**src/rtl/calc_key_fsm.sv**
```systemverilog
// Two-operand calculator key FSM: collects A, operator, B, computes on Enter and
// converts the binary result to four BCD digits with a sequential double-dabble engine.
module calc_key_fsm #(
   parameter logic [3:0] KEY_ENTER = 4'd10,
   parameter logic [3:0] KEY_ADD   = 4'd11,
   parameter logic [3:0] KEY_SUB   = 4'd12,
   parameter logic [3:0] KEY_MUL   = 4'd13
) (
   input  logic        clk,
   input  logic        rst,
   input  logic        key_valid,
   input  logic [3:0]  key_code,
   output logic [15:0] disp_bcd,
   output logic        neg,
   output logic        busy,
   output logic [1:0]  state_dbg
);

   typedef enum logic [1:0] {SA = 2'd0, SB = 2'd1, SConv = 2'd2, SRes = 2'd3} state_e;
   typedef enum logic [1:0] {OpAdd = 2'd0, OpSub = 2'd1, OpMul = 2'd2} op_e;

   state_e      state_q, state_d;
   op_e         op_q, op_d;
   logic [3:0]  a_tens_q, a_tens_d, a_ones_q, a_ones_d;
   logic [3:0]  b_tens_q, b_tens_d, b_ones_q, b_ones_d;
   logic [1:0]  cnt_a_q, cnt_a_d, cnt_b_q, cnt_b_d;
   logic [15:0] bcd_q, bcd_d, res_q, res_d;
   logic [13:0] bin_q, bin_d;
   logic [3:0]  conv_cnt_q, conv_cnt_d;
   logic        neg_r_q, neg_r_d, neg_q, neg_d, busy_q, busy_d;

   logic        is_digit, is_op, is_enter;
   op_e         key_op;
   logic [6:0]  a_bin, b_bin;
   logic [13:0] result;
   logic        result_neg;
   logic [15:0] bcd_adj;

   assign is_digit = (key_code <= 4'd9);
   assign is_enter = (key_code == KEY_ENTER);
   assign is_op    = (key_code == KEY_ADD) || (key_code == KEY_SUB) || (key_code == KEY_MUL);

   always_comb begin
      key_op = OpAdd;
      if (key_code == KEY_SUB) key_op = OpSub;
      else if (key_code == KEY_MUL) key_op = OpMul;
   end

   assign a_bin = ({3'b000, a_tens_q} * 7'd10) + {3'b000, a_ones_q};
   assign b_bin = ({3'b000, b_tens_q} * 7'd10) + {3'b000, b_ones_q};

   always_comb begin
      result     = '0;
      result_neg = 1'b0;
      unique case (op_q)
         OpSub: begin
            if (a_bin >= b_bin) begin
               result = {7'd0, a_bin - b_bin};
            end else begin
               result     = {7'd0, b_bin - a_bin};
               result_neg = 1'b1;
            end
         end
         OpMul:   result = {7'd0, a_bin} * {7'd0, b_bin};
         default: result = {7'd0, a_bin} + {7'd0, b_bin};
      endcase
   end

   // Add-3 correction on every BCD nibble of 5 or more, ahead of the shift.
   always_comb begin
      bcd_adj = bcd_q;
      for (int i = 0; i < 4; i++) begin
         if (bcd_q[4*i +: 4] >= 4'd5) bcd_adj[4*i +: 4] = bcd_q[4*i +: 4] + 4'd3;
      end
   end

   always_comb begin
      state_d    = state_q;
      op_d       = op_q;
      a_tens_d   = a_tens_q;
      a_ones_d   = a_ones_q;
      b_tens_d   = b_tens_q;
      b_ones_d   = b_ones_q;
      cnt_a_d    = cnt_a_q;
      cnt_b_d    = cnt_b_q;
      bcd_d      = bcd_q;
      bin_d      = bin_q;
      res_d      = res_q;
      conv_cnt_d = conv_cnt_q;
      neg_r_d    = neg_r_q;
      neg_d      = neg_q;
      busy_d     = busy_q;
      unique case (state_q)
         SA: begin
            if (key_valid) begin
               if (is_digit && cnt_a_q < 2'd2) begin
                  a_tens_d = a_ones_q;
                  a_ones_d = key_code;
                  cnt_a_d  = cnt_a_q + 2'd1;
               end else if (is_op && cnt_a_q != 2'd0) begin
                  op_d     = key_op;
                  b_tens_d = '0;
                  b_ones_d = '0;
                  cnt_b_d  = '0;
                  state_d  = SB;
               end
            end
         end
         SB: begin
            if (key_valid) begin
               if (is_digit && cnt_b_q < 2'd2) begin
                  b_tens_d = b_ones_q;
                  b_ones_d = key_code;
                  cnt_b_d  = cnt_b_q + 2'd1;
               end else if (is_op) begin
                  op_d = key_op;
               end else if (is_enter && cnt_b_q != 2'd0) begin
                  bin_d      = result;
                  bcd_d      = '0;
                  conv_cnt_d = '0;
                  neg_r_d    = result_neg;
                  busy_d     = 1'b1;
                  state_d    = SConv;
               end
            end
         end
         SConv: begin
            {bcd_d, bin_d} = {bcd_adj[14:0], bin_q, 1'b0};
            conv_cnt_d     = conv_cnt_q + 4'd1;
            if (conv_cnt_q == 4'd13) begin
               res_d   = {bcd_adj[14:0], bin_q[13]};
               neg_d   = neg_r_q;
               busy_d  = 1'b0;
               state_d = SRes;
            end
         end
         SRes: begin
            if (key_valid && is_digit) begin
               a_tens_d = '0;
               a_ones_d = key_code;
               cnt_a_d  = 2'd1;
               b_tens_d = '0;
               b_ones_d = '0;
               cnt_b_d  = '0;
               op_d     = OpAdd;
               neg_d    = 1'b0;
               state_d  = SA;
            end
         end
         default: state_d = SA;
      endcase
   end

   always_ff @(posedge clk or posedge rst) begin
      if (rst) begin
         state_q    <= SA;
         op_q       <= OpAdd;
         a_tens_q   <= '0;
         a_ones_q   <= '0;
         b_tens_q   <= '0;
         b_ones_q   <= '0;
         cnt_a_q    <= '0;
         cnt_b_q    <= '0;
         bcd_q      <= '0;
         bin_q      <= '0;
         res_q      <= '0;
         conv_cnt_q <= '0;
         neg_r_q    <= 1'b0;
         neg_q      <= 1'b0;
         busy_q     <= 1'b0;
      end else begin
         state_q    <= state_d;
         op_q       <= op_d;
         a_tens_q   <= a_tens_d;
         a_ones_q   <= a_ones_d;
         b_tens_q   <= b_tens_d;
         b_ones_q   <= b_ones_d;
         cnt_a_q    <= cnt_a_d;
         cnt_b_q    <= cnt_b_d;
         bcd_q      <= bcd_d;
         bin_q      <= bin_d;
         res_q      <= res_d;
         conv_cnt_q <= conv_cnt_d;
         neg_r_q    <= neg_r_d;
         neg_q      <= neg_d;
         busy_q     <= busy_d;
      end
   end

   // B stays on the display while converting so no partial result is ever shown.
   always_comb begin
      unique case (state_q)
         SA:      disp_bcd = {8'h00, a_tens_q, a_ones_q};
         SRes:    disp_bcd = res_q;
         default: disp_bcd = {8'h00, b_tens_q, b_ones_q};
      endcase
   end

   assign neg       = neg_q;
   assign busy      = busy_q;
   assign state_dbg = state_q;

endmodule

```
**config.mk**
```make
export PLATFORM = sky130hd
export DESIGN_NAME = calc_key_fsm
export DESIGN_NICKNAME = d
export VERILOG_FILES = /design/src/rtl/calc_key_fsm.sv
export SDC_FILE = /design/constraint.sdc
export NUM_CORES = 1
export LEC_CHECK = 0
export CAP_MARGIN = 40
export CORE_ASPECT_RATIO = 1.5
export CORE_MARGIN = 8
export CORE_UTILIZATION = 30
export CTS_BUF_LIST = sky130_fd_sc_hd__clkbuf_4
export CTS_CLUSTER_SIZE = 25
export DETAILED_ROUTE_END_ITERATION = 16
export GPL_ROUTABILITY_DRIVEN = 1
export PLACE_DENSITY_LB_ADDON = 0.1
export RECOVER_POWER = 100
export SLEW_MARGIN = 10
export SYNTH_ARGS = -nofsm -noshare
export SYNTH_HDL_FRONTEND = slang
export SYNTH_SLANG_ARGS = --single-unit
export TNS_END_PERCENT = 1
```
**constraint.sdc**
```tcl
create_clock -name clk -period 10.8 [get_ports clk]
set_clock_uncertainty 0.15 [all_clocks]
set_input_delay 1.08 -clock clk [delete_from_list [all_inputs] [get_ports clk]]
set_output_delay 1.08 -clock clk [all_outputs]
set_load 0.1 [all_outputs]
```
==> run_results.csv <==
group,metric,value,unit
status,status,"complete, but fails checks",
status,failing_checks,"max-capacitance violations, max-slew violations",
grt,grt_pass1_vias,5936,
setup_path,critPathKind,"reg2reg",
synthesis,synth.largest_area_cell,"sky130_fd_sc_hd__dfrtp_1",
sta,report.final.slew_viol_count,109,
finish,seq_area,1927,um2
floorplanning,die_h,201.6,um
synthesis,ys_top_cells_by_count,"87 x sky130_fd_sc_hd__inv_1, 82 x sky130_fd_sc_hd__ha_1, 78 x sky130_fd_sc_hd__nand2_1",
clock_network,cts_inserted_buffers,9,
floorplanning,placeableCoreArea,22800,um2
setup_path,critPathLaunchType,"flip-flop",
clock_network,clk_latency,0.50,ns
synthesis,async_flop_share,1.000,
synthesis,syn-instance-count,778,
sta,slew_headroom,-0.8022,
synthesis,dominantRegCellSynth,"sky130_fd_sc_hd__dfrtp_1",
setup_path,crit_top_cell,"sky130_fd_sc_hd__fa_1",
grt,grt_max_degree,48,
floorplanning,starting_density_of_the_core,0.3020,
synthesis,area_of_the_mapped_netlist,6887,um2
setup_path,worstPathCellList,"ha_1 -> ha_1 -> fa_1 -> xor2_1 -> inv_1 -> nand2_1 -> fa_1 -> fa_1 -> inv_1 -> fa_1 -> inv_1 -> fa_1 -> inv_1 -> ha_1 -> o21ai_0 -> a21oi_1 -> o21ai_0 -> o21ai_0 -> a2111oi_0 -> a41oi_1 -> o21ai_0",
setup_path,worstReg2RegStart,"b_tens_q[3]$_DFFE_PP0P_",
route,viasPerCell,5.212,
placed_design,port_buffer_count,26,
grt,grt_pass1_wl,33400,um
placed_design,finalWeightedCongestion,0.8974,
clock_network,tritoncts,"done",
route,detailedRoute.firstIterationViolations,246,
synthesis,syn_nets,898,
setup_path,regToRegSetupSlack,4.46,ns
synthesis,synth.yosys.seq_area_share,0.2798,
route,route.vias.total,5733,
clock_network,cts.repair_timing.setup_buffer_count,0,
synthesis,synth_top_cells_by_area,"sky130_fd_sc_hd__dfrtp_1 28%, sky130_fd_sc_hd__ha_1 15%, sky130_fd_sc_hd__fa_1 9.0%",
hold_path,worst_hold_startpoint,"res_q[11]$_DFFE_PP0P_",
finish,fillers,2395,
route,detail_route.drc_violations,0,
clock_network,cts_max_path_buffers,2,
setup_path,max_stage_delay,0.55,ns
sta,timing.final.setup_violations,0,
floorplanning,design.portCount,27,
route,detailedRoute.firstPassIterationCount,4,
flow_run,count_of_maximum_capacitance_violations,3,
synthesis,synthesis.yosys.warnings,0,
sta,finalCritPeriodShare,0.5873,
synthesis,synthDominantCellAreaShare,0.2798,
grt,global_route.usage.total,0.1537,
setup_path,path_buf_inv,4,
route,avgRoutedWirePerCell,19.24,um
sta,report.final.hold_viol_count,0,
hold_path,hold-path-cell-count,2,
setup_path,critical-path-top-delay-family,"adder cells",
finish,finish.net_count,934,
clock_network,cts_root_buf,"sky130_fd_sc_hd__clkbuf_4",
hold_path,worst_hold_path.endpoint,"res_q[11]$_DFFE_PP0P_",
grt,antenna_found_initial,1,
synthesis,synth-edff-count,0,
setup_path,end_kind,"flip-flop",
placed_design,hpwl,16810,um
grt,globalRouteOverflowTotal,0,
setup_path,cp_slowest_cell,"sky130_fd_sc_hd__fa_1",
sta,unrepaired_setup_endpoints_after_global_routing,"false",
setup_path,r2r.worst_path.cells,21,
finish,area_of_the_multi_input_gates,4491,um2
hold_path,min-delay-path-class,"reg2reg",
setup_path,data_arrival_critical_path,6.63,ns
route,wirelength,21170,um
synthesis,synthesis.area_per_instance,8.852,um2
setup_path,critical_path.reg2reg.endpoint,"bin_q[13]$_DFFE_PP0P_",
clock_network,cts-hold-fix-buffers,0,
sta,finalSetupTns,0,ns
synthesis,ys_ff_latch,77,
sta,worst_slew_pin_slew,2.703,ns
finish,areaGrowthSynthToFinish,11.08,%
route,antenna_violating_nets_post_route,0,
synthesis,yosys.cell_count.top_type,"sky130_fd_sc_hd__inv_1",
floorplanning,num_rows,68,
clock_network,clock-sinks,77,
clock_network,clk_transition_reported_paths,0.16,ns
sta,layout_min_cycle_time,6.343,ns
floorplanning,die-width,139.7,um
setup_path,cp.required,11.08,ns
floorplanning,floorplan.die_area,28160,um2
synthesis,number_of_distinct_library_cells_after_synthesis,64,
sta,fmaxAchievable,157.7,MHz
finish,drive_above_1_share,0.04151,
clock_network,htreeDepth,3,
clock_network,post_cts_resize_count,0,
setup_path,maximum_net_fanout_on_the_critical_path,7,
kinds of logic after synthesis:
group                    count (synthesis)  synth area share
AND/OR/NAND/NOR                        219            0.1515
AO/OA/AOI/OAI                          200            0.1882
buffers and inverters                  115           0.06504
adder cells (fa/ha/maj)                113            0.2391
flip-flops                              77            0.2798
multiplexers                            28           0.04324
XOR/XNOR                                26           0.03307
layout by cell type, fill, tap and decap left out, types with 8 or more instances in the layout:
master,instances
sky130_fd_sc_hd__o21a_1,11
sky130_fd_sc_hd__mux2i_1,17
sky130_fd_sc_hd__dfrtp_1,77
sky130_fd_sc_hd__clkbuf_1,21
sky130_fd_sc_hd__inv_1,86
sky130_fd_sc_hd__xnor2_1,18
sky130_fd_sc_hd__and2_1,9
sky130_fd_sc_hd__clkbuf_4,9
sky130_fd_sc_hd__and3_1,8
sky130_fd_sc_hd__mux2_2,9
sky130_fd_sc_hd__nand3_1,10
sky130_fd_sc_hd__nor2_1,56
sky130_fd_sc_hd__nor3b_1,9
sky130_fd_sc_hd__o31ai_1,12
sky130_fd_sc_hd__nor2b_1,12
sky130_fd_sc_hd__clkdlybuf4s50_1,22
sky130_fd_sc_hd__o21ai_0,59
sky130_fd_sc_hd__fa_1,31
sky130_fd_sc_hd__ha_1,82
sky130_fd_sc_hd__a221oi_1,12
sky130_fd_sc_hd__nand2_1,78
sky130_fd_sc_hd__nor3_1,10
sky130_fd_sc_hd__xor2_1,8
sky130_fd_sc_hd__a21oi_1,49
per-layer routing:
| layer | vias up | GRT usage | wire length, um |
|---|---|---|---|
| li1 | 2763 | - | - |
| met2 | 86 | 0.2872 | 11530 |
| met1 | 2844 | 0.1634 | 8271 |
| met3 | 40 | 0.01827 | 475 |
| met4 | 0 | 0.08486 | 886 |
| met5 | - | 0 | 0 |
flip-flops by register name (all words and copies together), names as in the netlist, 2 cells and up:
name,cells
op_q,2
b_tens_q,4
bin_q,14
cnt_a_q,2
a_ones_q,4
res_q,16
conv_cnt_q,4
b_ones_q,4
state_dbg,2
cnt_b_q,2
bcd_q,16
a_tens_q,4
cell type report:
| type | count | area share |
|---|---|---|
| antenna | 1 | 0.0003271 |
| clock inverter | 7 | 0.007360 |
| clock buffer | 9 | 0.008832 |
| timing repair buffer | 52 | 0.05545 |
| multi-input combinational | 586 | 0.5870 |
| sequential | 77 | 0.2519 |
| inverter | 88 | 0.04334 |
| tap | 280 | 0.04580 |
metrics by stage:
step,worst slack (ns),hold WS [ns],cells,area (um2),utilization
5_1_grt,3.984,0.3626,1100,7650,0.3355
2_1_floorplan,4.994,0.2918,778,6887,-
3_5_place_dp,4.519,0.3127,1083,7762,0.3404
6_report,4.457,0.3359,1100,7650,0.3355
3_3_place_gp,4.608,0.3083,1061,7415,0.3252
4_1_cts,4.486,0.3425,1099,7886,0.3459
worst min-delay path: cells and delay by family, from the launching register on:
kind	cells	cell delay [ns]
AOI/OAI and AO/OA	1	0.06
DFF	1	0.36
and+or+nand+nor	1	0.04
worst max path at each step:
stage                             from                     to  slack, ns  cells past startpoint
2_1_floorplan  b_tens_q[1]$_DFFE_PP0P_  bin_q[13]$_DFFE_PP0P_       4.99                     21
3_3_place_gp   b_tens_q[1]$_DFFE_PP0P_  bin_q[13]$_DFFE_PP0P_       4.61                     21
3_5_place_dp   b_tens_q[3]$_DFFE_PP0P_  bin_q[13]$_DFFE_PP0P_       4.52                     21
4_1_cts        b_tens_q[3]$_DFFE_PP0P_  bin_q[13]$_DFFE_PP0P_       4.49                     21
5_1_grt        b_tens_q[3]$_DFFE_PP0P_  bin_q[13]$_DFFE_PP0P_       3.98                     21
6_report       b_tens_q[3]$_DFFE_PP0P_  bin_q[13]$_DFFE_PP0P_       4.46                     21
Power is not shown: default switching activity piles up to over one toggle a cycle in this logic, so the estimate is an artifact.
